$ cat src/rtl/drc_pkg.sv
// rtl/drc_pkg.sv - shared state/mode encodings and helpers for the camera capture controller
package drc_pkg;

    typedef enum logic [2:0] {
        ST_SLEEP       = 3'd0,
        ST_IDLE        = 3'd1,
        ST_ALIGN       = 3'd2,
        ST_CAPTURE     = 3'd3,
        ST_ERR_CORRECT = 3'd4
    } drc_state_e;

    typedef enum logic [1:0] {
        MODE_SLEEP  = 2'd0,
        MODE_SINGLE = 2'd1,
        MODE_STREAM = 2'd2,
        MODE_BURST  = 2'd3
    } drc_mode_e;

    // Width of the per-pixel byte index; at least one bit even for 1-byte pixels.
    function automatic int byte_cnt_w(input int bytes_per_pxl);
        return (bytes_per_pxl > 1) ? $clog2(bytes_per_pxl) : 1;
    endfunction

    // Only single and burst captures acknowledge the software start request.
    function automatic logic mode_acks_start(input logic [1:0] mode);
        return (mode == MODE_SINGLE) || (mode == MODE_BURST);
    endfunction

endpackage

$ cat src/rtl/drc_dim_counter.sv
// rtl/drc_dim_counter.sv - byte/width/height position counters with wrap and zero flags
module drc_dim_counter
    import drc_pkg::*;
#(
    parameter int BYTES_PER_PXL = 2,
    parameter int IMG_DIM_W     = 10
) (
    input  logic                 clk,
    input  logic                 rst,
    input  logic                 clr_i,
    input  logic                 adv_i,
    input  logic [IMG_DIM_W-1:0] img_width_i,
    input  logic [IMG_DIM_W-1:0] img_height_i,
    output logic                 byte_zero_o,
    output logic                 width_zero_o,
    output logic                 height_zero_o,
    output logic                 byte_wrap_o,
    output logic                 width_wrap_o,
    output logic                 height_wrap_o
);

    localparam int BYTE_W = byte_cnt_w(BYTES_PER_PXL);
    localparam logic [BYTE_W-1:0]    BYTE_LAST = BYTE_W'(BYTES_PER_PXL - 1);
    localparam logic [IMG_DIM_W-1:0] DIM_ONE   = IMG_DIM_W'(1);

    logic [BYTE_W-1:0]    byte_q;
    logic [IMG_DIM_W-1:0] width_q;
    logic [IMG_DIM_W-1:0] height_q;
    logic [IMG_DIM_W-1:0] img_w_q;
    logic [IMG_DIM_W-1:0] img_h_q;

    assign byte_zero_o   = (byte_q == '0);
    assign width_zero_o  = (width_q == '0);
    assign height_zero_o = (height_q == '0);
    assign byte_wrap_o   = (byte_q == BYTE_LAST);
    assign width_wrap_o  = (width_q == img_w_q - DIM_ONE);
    assign height_wrap_o = (height_q == img_h_q - DIM_ONE);

    // Image dimensions are frozen on clear so mid-frame register writes cannot skew framing.
    always_ff @(posedge clk or posedge rst) begin
        if (rst) begin
            byte_q   <= '0;
            width_q  <= '0;
            height_q <= '0;
            img_w_q  <= '0;
            img_h_q  <= '0;
        end else if (clr_i) begin
            byte_q   <= '0;
            width_q  <= '0;
            height_q <= '0;
            img_w_q  <= img_width_i;
            img_h_q  <= img_height_i;
        end else if (adv_i) begin
            if (byte_wrap_o) begin
                byte_q <= '0;
                if (width_wrap_o) begin
                    width_q  <= '0;
                    height_q <= height_wrap_o ? '0 : height_q + DIM_ONE;
                end else begin
                    width_q <= width_q + DIM_ONE;
                end
            end else begin
                byte_q <= byte_q + BYTE_W'(1);
            end
        end
    end

endmodule

$ cat src/rtl/drc_cs_capture_ctrl.sv
// rtl/drc_cs_capture_ctrl.sv - DVP byte-stream capture FSM with sync checking and frame accounting
module drc_cs_capture_ctrl
    import drc_pkg::*;
#(
    parameter int DVP_DATA_W    = 8,
    parameter int BYTES_PER_PXL = 2,
    parameter int IMG_DIM_MAX   = 640,
    parameter int IMG_DIM_W     = $clog2(IMG_DIM_MAX),
    parameter int CNT_W         = 8
) (
    input  logic                   clk,
    input  logic                   rst,
    input  logic [DVP_DATA_W+1:0]  bwd_pxl_info_dat,
    input  logic                   bwd_pxl_info_vld,
    output logic                   bwd_pxl_info_rdy,
    output logic [DVP_DATA_W-1:0]  fwd_bpxl_dat,
    output logic                   fwd_bpxl_vld,
    input  logic                   fwd_bpxl_rdy,
    output logic                   fwd_bpxl_eol,
    output logic                   fwd_bpxl_last,
    input  logic                   cam_rx_en,
    input  logic                   cam_rx_start,
    input  logic [1:0]             cam_rx_mode,
    input  logic [CNT_W-1:0]       cam_rx_frm_num,
    output logic                   cam_rx_start_qed,
    output logic [2:0]             cam_rx_state,
    output logic [2*IMG_DIM_W-1:0] cam_rx_len,
    output logic [CNT_W-1:0]       cam_rx_frm_cnt,
    output logic [CNT_W-1:0]       cam_rx_err_cnt,
    input  logic [IMG_DIM_W-1:0]   img_width,
    input  logic [IMG_DIM_W-1:0]   img_height,
    input  logic                   irq_msk_frm_comp,
    input  logic                   irq_msk_frm_err,
    output logic                   irq,
    output logic                   trap
);

    localparam int LEN_W = 2 * IMG_DIM_W;

    drc_state_e       state_q;
    logic [CNT_W-1:0] frm_cnt_q;
    logic [CNT_W-1:0] err_cnt_q;
    logic [LEN_W-1:0] len_q;
    logic             irq_q;
    logic             trap_q;
    logic             start_qed_q;

    logic                  in_vsync;
    logic                  in_hsync;
    logic [DVP_DATA_W-1:0] in_byte;
    logic byte_zero, width_zero, height_zero;
    logic byte_wrap, width_wrap, height_wrap;
    logic adv, clr_dims, pred_hsync, pred_vsync, sync_err, burst_more;

    assign in_vsync = bwd_pxl_info_dat[DVP_DATA_W+1];
    assign in_hsync = bwd_pxl_info_dat[DVP_DATA_W];
    assign in_byte  = bwd_pxl_info_dat[DVP_DATA_W-1:0];

    always_comb begin
        bwd_pxl_info_rdy = 1'b0;
        fwd_bpxl_vld     = 1'b0;
        fwd_bpxl_dat     = '0;
        case (state_q)
            ST_SLEEP:       bwd_pxl_info_rdy = 1'b1;
            ST_ALIGN:       bwd_pxl_info_rdy = !(bwd_pxl_info_vld && in_vsync);
            ST_CAPTURE: begin
                fwd_bpxl_vld     = bwd_pxl_info_vld;
                bwd_pxl_info_rdy = fwd_bpxl_rdy;
                fwd_bpxl_dat     = in_byte;
            end
            // Pad the rest of a corrupted frame with zeros so the DMA stays frame-aligned.
            ST_ERR_CORRECT: begin
                bwd_pxl_info_rdy = 1'b1;
                fwd_bpxl_vld     = 1'b1;
            end
            default: ;
        endcase
    end

    assign adv           = fwd_bpxl_vld && fwd_bpxl_rdy;
    assign clr_dims      = (state_q == ST_ALIGN) && bwd_pxl_info_vld && in_vsync;
    assign fwd_bpxl_eol  = fwd_bpxl_vld && byte_wrap && width_wrap;
    assign fwd_bpxl_last = fwd_bpxl_eol && height_wrap;
    assign pred_hsync    = width_zero && byte_zero;
    assign pred_vsync    = pred_hsync && height_zero;
    assign sync_err      = (state_q == ST_CAPTURE) && adv &&
                           ((in_hsync != pred_hsync) || (in_vsync != pred_vsync));
    // A zero burst length degenerates to a single frame.
    assign burst_more    = (cam_rx_mode == MODE_BURST) && (cam_rx_frm_num != '0) &&
                           (frm_cnt_q != cam_rx_frm_num);

    drc_dim_counter #(
        .BYTES_PER_PXL (BYTES_PER_PXL),
        .IMG_DIM_W     (IMG_DIM_W)
    ) u_dim_counter (
        .clk           (clk),
        .rst           (rst),
        .clr_i         (clr_dims),
        .adv_i         (adv),
        .img_width_i   (img_width),
        .img_height_i  (img_height),
        .byte_zero_o   (byte_zero),
        .width_zero_o  (width_zero),
        .height_zero_o (height_zero),
        .byte_wrap_o   (byte_wrap),
        .width_wrap_o  (width_wrap),
        .height_wrap_o (height_wrap)
    );

    always_ff @(posedge clk or posedge rst) begin
        if (rst) begin
            state_q     <= ST_SLEEP;
            frm_cnt_q   <= '0;
            err_cnt_q   <= '0;
            len_q       <= '0;
            irq_q       <= 1'b0;
            trap_q      <= 1'b0;
            start_qed_q <= 1'b0;
        end else begin
            irq_q       <= 1'b0;
            trap_q      <= 1'b0;
            start_qed_q <= 1'b0;
            if (adv && byte_wrap) begin
                len_q <= len_q + LEN_W'(1);
            end
            case (state_q)
                ST_SLEEP: begin
                    if (cam_rx_en && cam_rx_start && (cam_rx_mode != MODE_SLEEP)) begin
                        state_q     <= ST_ALIGN;
                        frm_cnt_q   <= '0;
                        err_cnt_q   <= '0;
                        len_q       <= '0;
                        start_qed_q <= mode_acks_start(cam_rx_mode);
                    end
                end
                ST_IDLE: begin
                    if (cam_rx_en && ((cam_rx_mode == MODE_STREAM) || burst_more)) begin
                        state_q <= ST_ALIGN;
                        len_q   <= '0;
                    end else if (cam_rx_en && cam_rx_start && (cam_rx_mode == MODE_SINGLE)) begin
                        state_q     <= ST_ALIGN;
                        len_q       <= '0;
                        start_qed_q <= 1'b1;
                    end else begin
                        state_q <= ST_SLEEP;
                    end
                end
                ST_ALIGN: begin
                    if (clr_dims) begin
                        state_q <= ST_CAPTURE;
                    end
                end
                ST_CAPTURE: begin
                    if (sync_err) begin
                        trap_q <= irq_msk_frm_err;
                        if (err_cnt_q != '1) begin
                            err_cnt_q <= err_cnt_q + CNT_W'(1);
                        end
                        // A bad final byte leaves nothing to pad; resynchronise directly.
                        if (fwd_bpxl_last) begin
                            state_q <= ST_ALIGN;
                            len_q   <= '0;
                        end else begin
                            state_q <= ST_ERR_CORRECT;
                        end
                    end else if (adv && fwd_bpxl_last) begin
                        state_q   <= ST_IDLE;
                        frm_cnt_q <= frm_cnt_q + CNT_W'(1);
                        irq_q     <= irq_msk_frm_comp;
                    end
                end
                ST_ERR_CORRECT: begin
                    if (adv && fwd_bpxl_last) begin
                        state_q <= ST_ALIGN;
                        len_q   <= '0;
                    end
                end
                default: state_q <= ST_SLEEP;
            endcase
        end
    end

    assign cam_rx_state     = state_q;
    assign cam_rx_len       = len_q;
    assign cam_rx_frm_cnt   = frm_cnt_q;
    assign cam_rx_err_cnt   = err_cnt_q;
    assign cam_rx_start_qed = start_qed_q;
    assign irq              = irq_q;
    assign trap             = trap_q;

endmodule

$ cat config.mk
export PLATFORM = sky130hd
export DESIGN_NAME = drc_cs_capture_ctrl
export DESIGN_NICKNAME = d
export VERILOG_FILES = /design/src/rtl/drc_pkg.sv /design/src/rtl/drc_dim_counter.sv /design/src/rtl/drc_cs_capture_ctrl.sv
export SDC_FILE = /design/constraint.sdc
export NUM_CORES = 1
export LEC_CHECK = 0
export CORE_MARGIN = 3
export CORE_UTILIZATION = 33
export CTS_BUF_LIST = sky130_fd_sc_hd__clkbuf_4
export DETAILED_ROUTE_END_ITERATION = 12
export GPL_TIMING_DRIVEN = 0
export HOLD_SLACK_MARGIN = 0.12
export SYNTH_ARGS = -nofsm -noshare
export SYNTH_HDL_FRONTEND = slang
export SYNTH_SLANG_ARGS = --single-unit
$ cat constraint.sdc
create_clock -name clk -period 7.25 [get_ports clk]
set_input_delay 1.0875 -clock clk [delete_from_list [all_inputs] [get_ports clk]]
set_output_delay 1.0875 -clock clk [all_outputs]
set_load 0.01 [all_outputs]
==> results.txt, run 1 <==
----------------------------------------------------
[Floorplanning]
  Die outline area ... 16500 µm²
  Top-level port count ... roughly 100
  Initial Util ... 0.339
  Die Wd ... approximately 130 µm
  Die Y-Extent ... 129 µm
  Row cnt ... 44
  Core outline area ... roughly 15000 µm²

[Synth]
  Multiplexer area fraction after synthesis ... 0.0399
  Synthesized-area fraction occupied by xor and xnor cells ... 0.110
  Synth Cell Area ... 4960 µm²
  Complex-gate fraction of the synthesized area ... 0.117
  Dominant combinational cell family by area after synthesis ... simple AND/OR/NAND/NOR gates
  Average instance area after synthesis ... 9.13 µm²
  Share of the synthesized area in the top cell type ... 0.419
  Number of standard cells after synthesis ... 543
  Mapped Nets ... 600
  Flops & latches, synth ... 83
  Library cell with the largest summed area after synthesis ... sky130_fd_sc_hd__dfrtp_1
  Synthesis warning total ... 0
  Proportion of register bits with asynchronous set or reset after synthesis ... 1.00
  Most numerous cell types in the synthesized netlist ... sky130_fd_sc_hd__dfrtp_1 (83), sky130_fd_sc_hd__nor2_1 (54), sky130_fd_sc_hd__nand2_1 (46)
  Netlist cell types ... 66
  Sequential-to-total area share from yosys stat ... 0.419
  Synthesized-area fraction occupied by and/or/nand/nor cells ... 0.250
  Post-synth EDFFs ... 0
  Cell with the most instances after synthesis ... sky130_fd_sc_hd__dfrtp_1
  Synth Area in Adders ... 0.0227
  Largest cells by area after synthesis ... sky130_fd_sc_hd__dfrtp_1 (42%), sky130_fd_sc_hd__xor2_1 (6.4%), sky130_fd_sc_hd__xnor2_1 (4.6%)
  Top FF cell, synth ... sky130_fd_sc_hd__dfrtp_1

[Placed design]
  Number of buffer cells added on primary ports ... 101
  Final weighted congestion of routability-driven global placement ... 0.868
  Half-perimeter wire length of the detailed placement result ... 9.62 mm
  Placed cells ... a little over 800
  DP Worst Slack ... between 3 and 4 ns

[Global route]
  Congestion Overflow GR ... 0
  First-pass GRT wire length ... approximately 21 mm
  Via count of the first global-routing pass ... 4320
  Global-route total usage across every layer ... 0.157
  Number of antenna violations at the first check in global routing ... 1
  Largest net degree at the start of global routing ... 51

[Cells and area]
  Post-route insts no fill ... 846
  Utilization after layout ... 0.435
  Share of layout cells above drive strength 1 ... 0.0711
  Post-layout net count ... 713
  Layout filler cell count ... 1434
  Syn-to-layout area delta ... 28.4%

[Worst setup path]
  Cells on worst reg2reg path ... 9
  Capturing element type of the critical path ... output pin
  Max incr delay on CP ... 0.53 ns
  Arrival time of the worst setup path ... 3.20 ns
  Slowest library cell on the worst path ... sky130_fd_sc_hd__clkdlybuf4s50_1
  Delay-heaviest family, CP ... buffers and inverters
  Reg-to-reg critical path startpoint ... cam_rx_state[1]
  CP startpoint kind ... flop
  Number of buffers and inverters on the critical path ... 4
  Critical path class ... flop to output pin
  Ordered cell list for the critical path ... inv_1 > ha_1 > nor2b_1 > nand2_1 > o311a_1 > o41ai_1 > and4b_2 > buf_6 > nand2_4 > inv_1 > clkdlybuf4s50_1
  RR Endpoint ... cam_rx_len[1]
  Data required time of the critical path ... a little over 6 ns
  Minimum setup slack among reg-to-reg paths ... 4.16 ns
  Cell type with the highest occurrence count on the critical path ... sky130_fd_sc_hd__inv_1
  Critical-path maximum fanout ... 10

[Pwr]
  Clk pwr share ... 0.157
  Net switching power ... 0.710 mW
  Switching share of total power ... 0.407
  Part of the total power dissipated in sequential elements ... 0.400
  Internal Power ... 1.03 mW
  P per Cell Area ... 274 nW/µm²
  Leakage power total ... between 2 and 3 nW
  Combinational share of power ... 0.443
  Worst vdd rail ir drop ... 0.0920 mV

[Clock network]
  Total clock buffers created by CTS ... 9
  H-tree Lvls ... 3
  # Post-CTS Setup Buffers ... 0
  TritonCTS clock tree ... yes
  CTS hold repair buffers ... 0
  Post-cts gate resize count ... 0
  Total clock sinks ... 83
  Clock buffer depth ... 2
  Clock root buffer ... sky130_fd_sc_hd__clkbuf_4
  Worst-Skew Late Latency ... 0.44 ns
  Clock transition time at the flip-flop clock pins of the worst setup and hold paths ... 0.13 ns

[Timing]
  Max Clk Rate ... 0.233 GHz
  Worst-case headroom to the max-slew limit ... 0.492
  Setup_tns ... 0 ns
  Final critical-path required period ... about 4.3 ns
  Final hold viol count ... 0
  Endpoints failing setup ... 0
  Measured slew at the worst slew-check pin ... 0.757 ns
  Number of max-slew violations in the final report ... 0
  Worst clock skew on the final layout ... 0.00898 ns
  Worst hold slack ... 0.556 ns
  Smallest setup slack after layout ... 2.96 ns
  Period utilization ... 0.591
  Setup repair after global routing missed its margin ... false

[Hold path]
  Class of the tightest hold or removal check ... flop to flop
  Hold Crit Endpoint ... u_dim_counter.img_w_q[9]
  Number of stages on the worst hold path ... 1
  Start point of the worst hold path ... u_dim_counter.img_w_q[9]

[Routing]
  Total via count in the routed design ... 4415
  DRC violation count after routing ... 0
  WL per Instance ... approximately 15 µm
  Count of nets left with antenna violations after detail routing ... 0
  Pre-Repair DR Iteration Count ... 4
  Average via count per standard cell ... 5.22
  Final wirelength ... roughly 13 mm
  First DRT Iteration DRCs ... around 350

[Run status]
  Status ... finished, final reports clean

[Job]
  Number of max-cap violations ... 0

----------------------------------------------------
## through the flow
| stage | area [µm²] | total power, mW |
|---|---|---|
| final | 6370 | 1.74 |
| after detailed placement | 6230 | 1.48 |
| after CTS | 6360 | 1.76 |
| after global placement | 6200 | 1.45 |
| after floorplan | 4960 | 1.21 |
| after global routing | 6370 | 1.89 |
## flip-flops by register name, summed over array words and instances, names as in the netlist
signal	cells
trap	1
cam_rx_len	20
cam_rx_err_cnt	8
u_dim_counter.width_q	10
u_dim_counter.byte_wrap_o	1
irq	1
u_dim_counter.img_w_q	10
u_dim_counter.height_q	10
u_dim_counter.img_h_q	10
cam_rx_state	3
cam_rx_frm_cnt	8
cam_rx_start_qed	1
## cells in the final DEF (no fill, tap or decap), types with 5 or more instances in the layout
cell type and count:
sky130_fd_sc_hd__a21oi_1 22, sky130_fd_sc_hd__nand4_1 17, sky130_fd_sc_hd__and3_1 13, sky130_fd_sc_hd__a31oi_1 5, sky130_fd_sc_hd__clkbuf_4 9, sky130_fd_sc_hd__clkbuf_1 15, sky130_fd_sc_hd__ha_1 9, sky130_fd_sc_hd__or3_1 7
sky130_fd_sc_hd__nand2_1 46, sky130_fd_sc_hd__o31ai_1 8, sky130_fd_sc_hd__and2_1 14, sky130_fd_sc_hd__dfrtp_1 83, sky130_fd_sc_hd__xnor2_1 26, sky130_fd_sc_hd__and4_1 5, sky130_fd_sc_hd__inv_1 20, sky130_fd_sc_hd__nor4_1 9
sky130_fd_sc_hd__o21ai_0 24, sky130_fd_sc_hd__clkdlybuf4s50_1 101, sky130_fd_sc_hd__nor2_1 54, sky130_fd_sc_hd__nand3_1 28, sky130_fd_sc_hd__xor2_1 36, sky130_fd_sc_hd__mux2_2 14, sky130_fd_sc_hd__nor3_1 15
## final cells by class
type / instances / area (µm²) / share of cell area
Antenna cell: 1 / 2.50 / 0.000393
Buffer: 25 / 126 / 0.0198
Inverter: 21 / 81.3 / 0.0128
Multi-Input combinational cell: 414 / 2680 / 0.420
Clock inverter: 7 / 67.6 / 0.0106
Tap cell: 184 / 230 / 0.0362
Timing Repair Buffer: 102 / 1040 / 0.163
Sequential cell: 83 / 2080 / 0.326
Clock buffer: 9 / 67.6 / 0.0106
## routing by layer
metal	vias to the layer above	GRT usage	routed length (µm)
li1	2152	-	-
met1	2159	0.218	6050
met2	97	0.251	6170
met3	7	0.0328	480
met4	0	0.0426	84
met5	-	0	0
## power groups by stage
stage | Sequential (mW) | Clock (mW) | Combinational (mW)
after floorplan | 0.679 | 0 | 0.528
after global placement | 0.703 | 0 | 0.744
after detailed placement | 0.707 | 0 | 0.773
after CTS | 0.697 | 0.286 | 0.777
after global routing | 0.716 | 0.310 | 0.861
final | 0.697 | 0.274 | 0.773
## worst max-delay path by stage
stage / start / to / cells past startpoint
final: u_dim_counter.img_h_q[0] / fwd_bpxl_last / 11
after global routing: u_dim_counter.img_h_q[0] / fwd_bpxl_last / 11
after CTS: u_dim_counter.img_h_q[0] / fwd_bpxl_last / 11
after detailed placement: bwd_pxl_info_vld / fwd_bpxl_last / 8
after global placement: rst / u_dim_counter.img_h_q[8] / 2
after floorplan: rst / cam_rx_err_cnt[0] / 1
## logic make-up (layout without fill, tap and decap cells)
family / after synthesis / in the layout
AND/OR/NAND/NOR: 235 / 235
other: 0 / 1
multiplexers: 18 / 18
AO/OA/AOI/OAI: 90 / 90
adder cells (fa/ha/maj): 9 / 9
XOR/XNOR: 62 / 62
buffers and inverters: 46 / 164
flip-flops: 83 / 83
No activity file was read; power rests on OpenSTA's default activity.
==> inputs of run 2 (changes only) <==
- clock period: 7.25 -> 4.4 ns (I/O delays scaled with it)
==> results of run 2 <==
Same layout as run 1 (identical final DEF). Status: finished, final reports clean.
Main changes from that run: setup slack after placement 3.08 ns -> 1.01 ns; setup slack after layout 2.96 ns -> 0.539 ns; register-to-register setup slack 4.16 ns -> 1.31 ns; total power 1.74 mW -> 2.87 mW; worst IR drop on VDD 0.0920 mV -> 0.152 mV
==> inputs of run 3 (changes only) <==
- CTS_CLUSTER_DIAMETER: unset -> 40
- GPL_TIMING_DRIVEN: 0 -> 1
==> run 3 against run 2 <==
- maximum frequency up 2.1%
- via count down 2.5%
- sequential power up 3%
- clock skew up 0.014 ns
- clock power down 2%
- critical path depth down 1
- design area down 1.5%
- global-route usage down 0.16 points
- register-to-register slack worse by 0.05 ns
- first-iteration DRC count down 17%
- total power down 1.4%
==> results.txt, run 3 (synthesis gave the netlist of run 1 again) <==
----------------------------------------------------
[Pwr]
  Part of the total power dissipated in sequential elements ... 0.421 (+0.021)
  P per Cell Area ... 452 nW/µm²
  Worst vdd rail ir drop ... 0.160 mV
  Net switching power ... 1.14 mW
  Combinational share of power ... 0.424 (-0.019)
  Leakage power total ... 2.63 nW (-1.6%)
  Clk pwr share ... 0.155 (-0.002)
  Switching share of total power ... 0.404
  Internal Power ... 1.69 mW

[Clock network]
  Clock buffer depth ... 2 (unchanged)
  Clock root buffer ... sky130_fd_sc_hd__clkbuf_4
  Clock transition time at the flip-flop clock pins of the worst setup and hold paths ... 0.14 ns (about the same)
  Post-cts gate resize count ... 0 (unchanged)
  Total clock buffers created by CTS ... 9 (unchanged)
  TritonCTS clock tree ... yes
  Total clock sinks ... 83 (unchanged)
  # Post-CTS Setup Buffers ... 0 (unchanged)
  CTS hold repair buffers ... 0 (unchanged)
  H-tree Lvls ... 3 (unchanged)
  Worst-Skew Late Latency ... 0.45 ns (about the same)

[Routing]
  Average via count per standard cell ... 5.21 (-0.11%)
  Final wirelength ... 12.6 mm (-1.9%)
  DRC violation count after routing ... 0 (unchanged)
  First DRT Iteration DRCs ... 294 (-17%)
  WL per Instance ... 15.2 µm (+0.49%)
  Total via count in the routed design ... 4306 (-2.5%)
  Count of nets left with antenna violations after detail routing ... 0 (unchanged)
  Pre-Repair DR Iteration Count ... 4 (unchanged)

[Hold path]
  Hold Crit Endpoint ... u_dim_counter.img_h_q[9]
  Start point of the worst hold path ... u_dim_counter.img_h_q[9]
  Class of the tightest hold or removal check ... flop to flop
  Number of stages on the worst hold path ... 1 (unchanged)

[Floorplanning]
  Core outline area ... 14600 µm² (unchanged)
  Die Wd ... 129 µm (unchanged)
  Die Y-Extent ... 129 µm (unchanged)
  Die outline area ... 16500 µm² (unchanged)
  Top-level port count ... 102 (unchanged)
  Row cnt ... 44 (unchanged)
  Initial Util ... 0.339 (unchanged)

[Timing]
  Final hold viol count ... 0 (unchanged)
  Number of max-slew violations in the final report ... 0 (unchanged)
  Final critical-path required period ... around 3.8 ns
  Setup_tns ... 0 ns (unchanged)
  Period utilization ... 0.859
  Worst clock skew on the final layout ... 0.0230 ns (+0.0140 ns)
  Max Clk Rate ... 0.264 GHz
  Setup repair after global routing missed its margin ... false
  Measured slew at the worst slew-check pin ... 0.827 ns (+0.0699 ns)
  Worst-case headroom to the max-slew limit ... 0.447 (-0.0452)
  Endpoints failing setup ... 0 (unchanged)

[Worst setup path]
  Minimum setup slack among reg-to-reg paths ... roughly 1.3 ns
  Cells on worst reg2reg path ... 8 (-1)
  Data required time of the critical path ... roughly 3.7 ns
  Ordered cell list for the critical path ... inv_1 > ha_1 > nor2b_1 > nand2_1 > o311a_1 > o41ai_1 > and4b_2 > nand2_4 > inv_1 > clkdlybuf4s50_1
  Arrival time of the worst setup path ... 3.12 ns (-0.08 ns)
  Capturing element type of the critical path ... output pin
  CP startpoint kind ... flop
  Slowest library cell on the worst path ... sky130_fd_sc_hd__clkdlybuf4s50_1
  Critical path class ... flop to output pin
  Max incr delay on CP ... 0.54 ns (about the same)
  RR Endpoint ... cam_rx_len[2]
  Cell type with the highest occurrence count on the critical path ... sky130_fd_sc_hd__inv_1
  Critical-path maximum fanout ... 12 (+2)
  Reg-to-reg critical path startpoint ... cam_rx_state[1]

[Cells and area]
  Area of combinational cells with multiple inputs ... 2690 µm² (+0.65%)
  Layout filler cell count ... 1437 (+0.21%)
  Sequential cell area ... 2080 µm² (unchanged)
  Post-layout net count ... 693 (-2.8%)
  Utilization after layout ... 0.428 (-0.00658)
  Most frequent cells in the layout ... sky130_fd_sc_hd__clkdlybuf4s50_1 (101), sky130_fd_sc_hd__dfrtp_1 (83), sky130_fd_sc_hd__nor2_1 (54)
  Most common cell after layout, fill and taps aside ... sky130_fd_sc_hd__clkdlybuf4s50_1
  Number of flip-flops in the largest register ... 20 (unchanged)
  Syn-to-layout area delta ... 26.5%
  Share of layout cells above drive strength 1 ... 0.0718 (+0.000658)

[Placed design]
  Half-perimeter wire length of the detailed placement result ... 9.23 mm (-4.1%)
  Final weighted congestion of routability-driven global placement ... 0.827 (-4.7%)
  Number of buffer cells added on primary ports ... 101 (unchanged)

[Run status]
  Status ... finished, final reports clean

[Global route]
  First-pass GRT wire length ... 21.0 mm (-1.6%)
  Global-route total usage across every layer ... 0.156 (-0.00161)
  Congestion Overflow GR ... 0 (unchanged)
  Via count of the first global-routing pass ... 4296 (-0.56%)
  Largest net degree at the start of global routing ... 44 (-14%)
  Number of antenna violations at the first check in global routing ... 1 (unchanged)

[Job]
  Number of max-cap violations ... 0 (unchanged)

----------------------------------------------------
==> run 3: layer usage <==
metal / GRT usage / wire [µm]
met5: 0 / 0
met4: 0.0605 / 187
met3: 0.0245 / 475
met2: 0.253 / 5970
met1: 0.209 / 5920
==> run 3: layout make-up <==
cell class                 count  share of cell area
multi-input combinational    414               0.430
sequential                    83               0.331
timing repair buffer         107               0.168
tap                          184              0.0367
inverter                      21              0.0128
clock buffer                  10              0.0120
clock inverter                 6             0.00898
antenna                        1            0.000399
==> run 3: metrics by stage <==
| stage | hold slack, ns | power [mW] | worst slack [ns] | cells | area [µm²] |
|---|---|---|---|---|---|
| floorplan | 0.501 | 1.99 | 1.60 | 543 | 4960 |
| global placement | 0.526 | 2.36 | 1.08 | 809 | 6140 |
| detailed placement | 0.546 | 2.41 | 1.00 | 809 | 6140 |
| CTS | 0.578 | 2.87 | 0.561 | 825 | 6270 |
| global route | 0.603 | 3.06 | 0.377 | 826 | 6270 |
| finish | 0.565 | 2.83 | 0.619 | 826 | 6270 |
==> run 3: power groups by stage <==
stage / combinational (mW) / clock, mW / sequential (mW)
after floorplan: 0.870 / 0 / 1.12
after global placement: 1.17 / 0 / 1.19
after detailed placement: 1.20 / 0 / 1.21
after CTS: 1.21 / 0.463 / 1.19
after global routing: 1.34 / 0.493 / 1.23
final: 1.20 / 0.440 / 1.19
==> run 3: worst max path at each step <==
stage | startpoint | to | slack, ns | depth (start not counted)
floorplan | rst | cam_rx_err_cnt[0] | 1.60 | 1
global placement | bwd_pxl_info_vld | fwd_bpxl_last | 1.08 | 7
detailed placement | bwd_pxl_info_vld | fwd_bpxl_last | 1.00 | 7
CTS | u_dim_counter.img_h_q[0] | fwd_bpxl_last | 0.56 | 10
global route | u_dim_counter.img_h_q[0] | fwd_bpxl_last | 0.38 | 10
finish | u_dim_counter.img_h_q[0] | fwd_bpxl_last | 0.62 | 10
==> run 3: critical path, delay by kind of cell, from the launching register on <==
| family | cells | cell delay [ns] |
|---|---|---|
| AND/OR/NAND/NOR | 4 | 0.91 |
| buffers and inverters | 3 | 0.70 |
| flip-flops | 1 | 0.44 |
| AO/OA/AOI/OAI | 2 | 0.42 |
| adder cells (fa/ha/maj) | 1 | 0.21 |
==> patch 1: new RTL, config.mk and constraints of run 2 <==
Change the parameter `DVP_DATA_W` from 8 to 10.
--- a/src/rtl/drc_cs_capture_ctrl.sv
+++ b/src/rtl/drc_cs_capture_ctrl.sv
@@ -4,3 +4,3 @@
 #(
-    parameter int DVP_DATA_W    = 8,
+    parameter int DVP_DATA_W    = 10,
     parameter int BYTES_PER_PXL = 2,
Ports: changed (resized bwd_pxl_info_dat and fwd_bpxl_dat); port bits go from 102 to 106. No check against the original RTL was run, so the function may have changed too.
==> patch 1 against run 2 <==
Die area grew 4.5%. Sequential share of layout area shrank 1.9 points. Maximum frequency shrank 8.9%. Synthesized cell count grew 11%. Worst setup slack lost 0.38 ns. Count of clock-buffer cells in the layout is the same. Largest cell class unchanged. Routed wire length grew 10%. Power grew 4.5%. Final area grew 6.2%. Worst hold slack lost 0.049 ns. Clock power grew 28%. Synthesized area grew 4.7%. Sequential cell count is the same. Critical path type unchanged.
==> patch 1: results (changes against run 2) <==
metric,value,unit,change
outcome,finished clean,,
cp.arrival,3.58,ns,+0.38 ns
placed_cell_area,0.006528,mm^2,+4.8%
slowest_delay,0.57,ns,+0.04 ns
wl_met3,639,um,+33%
flops_and_latches,83,,unchanged
finClkSkew,0.01463,ns,+0.005650 ns
cts_resized,2,,+2
r2r_slack,0.94,ns,-0.37 ns
cts_setup_buffers,1,,+1
max_slew_margin,16.22,%,-33 points
leakage,2.743,nW,+2.5%
synthesis.instances,601,,+11%
worstPathMaxFanout,5,,-5
grtUsageMet3,3.599,%,+0.32 points
grt_pass1_wl,23.83,mm,+12%
synth_nets,660,,+10%
drtIter0Drc,260,,-27%
inv_count,20,,-4.8%
m1WireLength,6.291,mm,+3.9%
nWellTaps,211,,+15%
path_delay_family,simple AND/OR/NAND/NOR gates,,
final_nets,779,,+9.3%
yosysSeqAreaShare,40.00,%,-1.9 points
dp_hpwl,10.73,mm,+11%
portBuffers,104,,+3.0%
layout-drive-gt1-share,7.862,%,+0.75 points
nonClkBufAreaFrac,17.76,%,-0.53 points
clkPwrFrac,19.3,%,+3.6 points
sh_seq_area,30.73,%,-1.9 points
yosysUniqueCellTypes,63,,-4.5%
setup_ws,0.1608,ns,-0.3784 ns
routabilityCongestion,0.8417,,-3.0%
power_frac_seq,37.2,%,-2.8 points
pre_cts_ws,0.4258,ns,-0.5862 ns
final_area,0.006763,mm^2,+6.2%
first_pass_iters,6,,+2
internal_power,1.785,mW,+4.9%
clock_latency,0.48,ns,+0.04 ns
final_cells,937,,+11%
fill_cells,1531,,+6.8%
grtUsageTotal,16.68,%,+0.93 points
multi_input_area,0.002957,mm^2,+10%
yosys-top-cells-area,"dfrtp_1 40%, xnor2_1 7.6%, nand2_1 7.3%, nor2_1 3.7%, a21oi_1 3.4%",,
min_path_type,input pin to asynchronous set/reset pin,,
signal_buffers,136,,+7.1%
netlist_top_cells_count,"101 x nand2_1, 83 x dfrtp_1, 51 x nor2_1",,
clock_area_share,2.701,%,+0.58 points
routed_wl,14.08,mm,+10%
met2_length,6.954,mm,+13%
met1_usage,21.34,%,-0.51 points
grt_pass1_vias,4710,,+9.0%
power.density,444.0,mW/mm^2,-1.6%
ir_drop,0.1453,mV,-4.2%
grt_max_degree,57,,+12%
place_inst,917,,+11%
vias_per_cell,5.074,,-2.8%
## patch 1: changes by cell type after synthesis, moves of 11 or more
cell       change
xor2_1        -20
xnor2_1       +19
a21oi_1       +13
nand2_1       +55
mux2_2        -11
o2bb2ai_1     +12
## patch 1: worst min-delay path by stage
stage | start | to | slack [ns] | cells after the start
final | rst | cam_rx_start_qed | 0.51 | 2
after global routing | rst | cam_rx_start_qed | 0.53 | 2
after CTS | rst | cam_rx_frm_cnt[7] | 0.51 | 2
after detailed placement | u_dim_counter.img_h_q[9] | u_dim_counter.img_h_q[9] | 0.49 | 2
after global placement | u_dim_counter.img_h_q[9] | u_dim_counter.img_h_q[9] | 0.49 | 2
after floorplan | u_dim_counter.img_h_q[9] | u_dim_counter.img_h_q[9] | 0.47 | 2
## patch 1: cell families after synthesis
logic type      count (synthesis)  synth area share (%)
buf+inv                        48                 3.542
fa+ha+maj                       9                 2.169
mux                             8                 1.614
flops                          83                 40.00
compound gates                104                 13.95
xor+xnor                       61                 10.29
simple gates                  288                 28.43
==> patch 2: new RTL, flow settings as in run 2 <==
Made on the original files. Reset style: synchronous (`rst`), changed in 2 clocked blocks.
--- a/src/rtl/drc_dim_counter.sv
+++ b/src/rtl/drc_dim_counter.sv
@@ -39,3 +39,3 @@
     // Image dimensions are frozen on clear so mid-frame register writes cannot skew framing.
-    always_ff @(posedge clk or posedge rst) begin
+    always_ff @(posedge clk) begin
         if (rst) begin
--- a/src/rtl/drc_cs_capture_ctrl.sv
+++ b/src/rtl/drc_cs_capture_ctrl.sv
@@ -109,3 +109,3 @@
 
-    always_ff @(posedge clk or posedge rst) begin
+    always_ff @(posedge clk) begin
         if (rst) begin
Behaviour: differs if rst is asserted again (counterexample within 4 cycles, from zero or initial values and one cycle with rst high); with rst held inactive, the same outputs for 4 cycles.
==> patch 2 against run 2 <==
Final area decreased by 1.7%. Sequential share of layout area decreased by 6.0 points. Synthesized area decreased by 2.0%. Worst setup slack got worse by 0.37 ns. Global-route usage increased by 0.46 points. Non-clock buffer count increased by 4. Sequential cell count unchanged. Routed wire length increased by 4.3%. Maximum frequency decreased by 8.8%. First-iteration DRC count decreased by 33%. Critical endpoint is now fwd_bpxl_eol. Largest cell class unchanged. Highest routed layer unchanged.
Power is not compared: it rests on default switching activity, and its combinational part moved more than twofold at a synthesized area within 25%.
==> patch 2: results (changes against run 2) <==
metric,value,unit,change
async_reset_ff_share,0,%,-100 points
first_pass_iters,5,,+1
worst_slew_pin_slew,1.014,ns,+0.2568 ns
routed_wl,13.35,mm,+4.3%
slowest_delay,0.55,ns,+0.02 ns
cp.arrival,3.58,ns,+0.38 ns
place_inst,863,,+4.1%
synth_mux_area_share,4.534,%,+0.55 points
worstPathMaxFanout,6,,-4
placed_cell_area,0.006093,mm^2,-2.2%
finClkSkew,0.006256,ns,-0.002729 ns
ys.flop_type,dfxtp_1,,
clkTransAtPathRegs,0.13,ns,about the same
path_delay_family,simple AND/OR/NAND/NOR gates,,
yosysSeqAreaShare,34.21,%,-7.7 points
vias,4616,,+4.6%
drtIter0Drc,238,,-33%
netlist_top_cells_count,"83 x dfxtp_1, 63 x nor2_1, 43 x nand2_1",,
cts-buffers-inserted,9,,unchanged
synth_compound_area_share,15.40,%,+3.7 points
diodes,0,,-1
pre_cts_ws,0.5369,ns,-0.4751 ns
synthXorXnorAreaFrac,12.44,%,+1.5 points
grt_max_degree,15,,-71%
outcome,finished clean,,
yosys-top-cells-area,"dfxtp_1 34%, xor2_1 7.0%, xnor2_1 5.4%, nor2_1 4.9%, mux2i_1 4.5%",,
final_nets,751,,+5.3%
fill_cells,1380,,-3.8%
synth_nets,639,,+6.5%
routabilityCongestion,0.8595,,-0.92%
synthesis.instances,582,,+7.2%
antenna_found_initial,0,,-1
grtUsageTotal,16.21,%,+0.46 points
dp_hpwl,10.28,mm,+6.9%
grt_pass1_vias,4312,,-0.19%
vias_per_cell,5.251,,+0.63%
yosysUniqueCellTypes,60,,-9.1%
patch 2: cell types whose count changed after synthesis, moves of 5 or more:
cell,change
a211oi_1,+20
clkbuf_1,+12
mux2_2,-14
nor4_1,+7
or2_2,+6
dfrtp_1,-83
nand3_1,-5
dfxtp_1,+83
nor2_1,+9
o21ai_0,-10
mux2i_1,+18
patch 2: routing by layer:
metal  global-route usage, %  up-vias  wire, um
met5                       0        -         0
met4                   3.281        0        74
met3                   4.264        6       751
met2                   27.59      114      6476
met1                   20.73     2166      6045
li1                        -     2330         -
patch 2: power by group:
part	switching (mW)	leakage [nW]	internal (mW)
Sequential	0.0133	0.671	0.762
Clock	0.277	0.0796	0.228
Combinational	0.149	1.42	0.118
patch 2: what timing repair did:
action                                 CTS  global route
resized for setup                        0             4
endpoints found under the hold margin    0             0
setup endpoints to repair                0             2
patch 2: layout make-up:
class	count	area (um^2)	area share (%)
well taps	180	225.2	3.597
clock buffers	9	67.56	1.079
plain buffers	30	116.4	1.859
clock inverters	7	92.59	1.479
flip-flops and latches	83	1664	26.58
multi-input cells	450	3010	48.08
repair buffers	101	1013	16.19
inverters	19	71.32	1.139
patch 2: worst reg2reg max path: stages (launching register included):
cell and delay, ns:
dfxtp_2 0.38, inv_1 0.07, ha_1 0.21, or4b_1 0.43
buf_2 0.17, or4b_4 0.53, a31o_4 0.26, a211oi_4 0.31
nand2_2 0.12, o21ai_1 0.29, clkbuf_1 0.40, a211oi_1 0.14
patch 2: logic make-up (layout without fill, tap and decap cells):
logic type,after synthesis,in the layout
fa+ha+maj,9,9
xor+xnor,69,69
buf+inv,49,166
flops,83,83
compound gates,101,101
simple gates,249,249
mux,22,22
patch 2: worst paths after layout:
check | endpoint | depth (start not counted) | slack (ns) | start
setup / recovery | fwd_bpxl_eol | 10 | 0.16 | u_dim_counter.img_w_q[0]
hold / removal | cam_rx_err_cnt[1] | 2 | 0.51 | cam_rx_err_cnt[1]
setup reg to reg | cam_rx_len[10] | 11 | 0.96 | u_dim_counter.img_w_q[0]
hold reg to reg | cam_rx_err_cnt[1] | 2 | 0.51 | cam_rx_err_cnt[1]
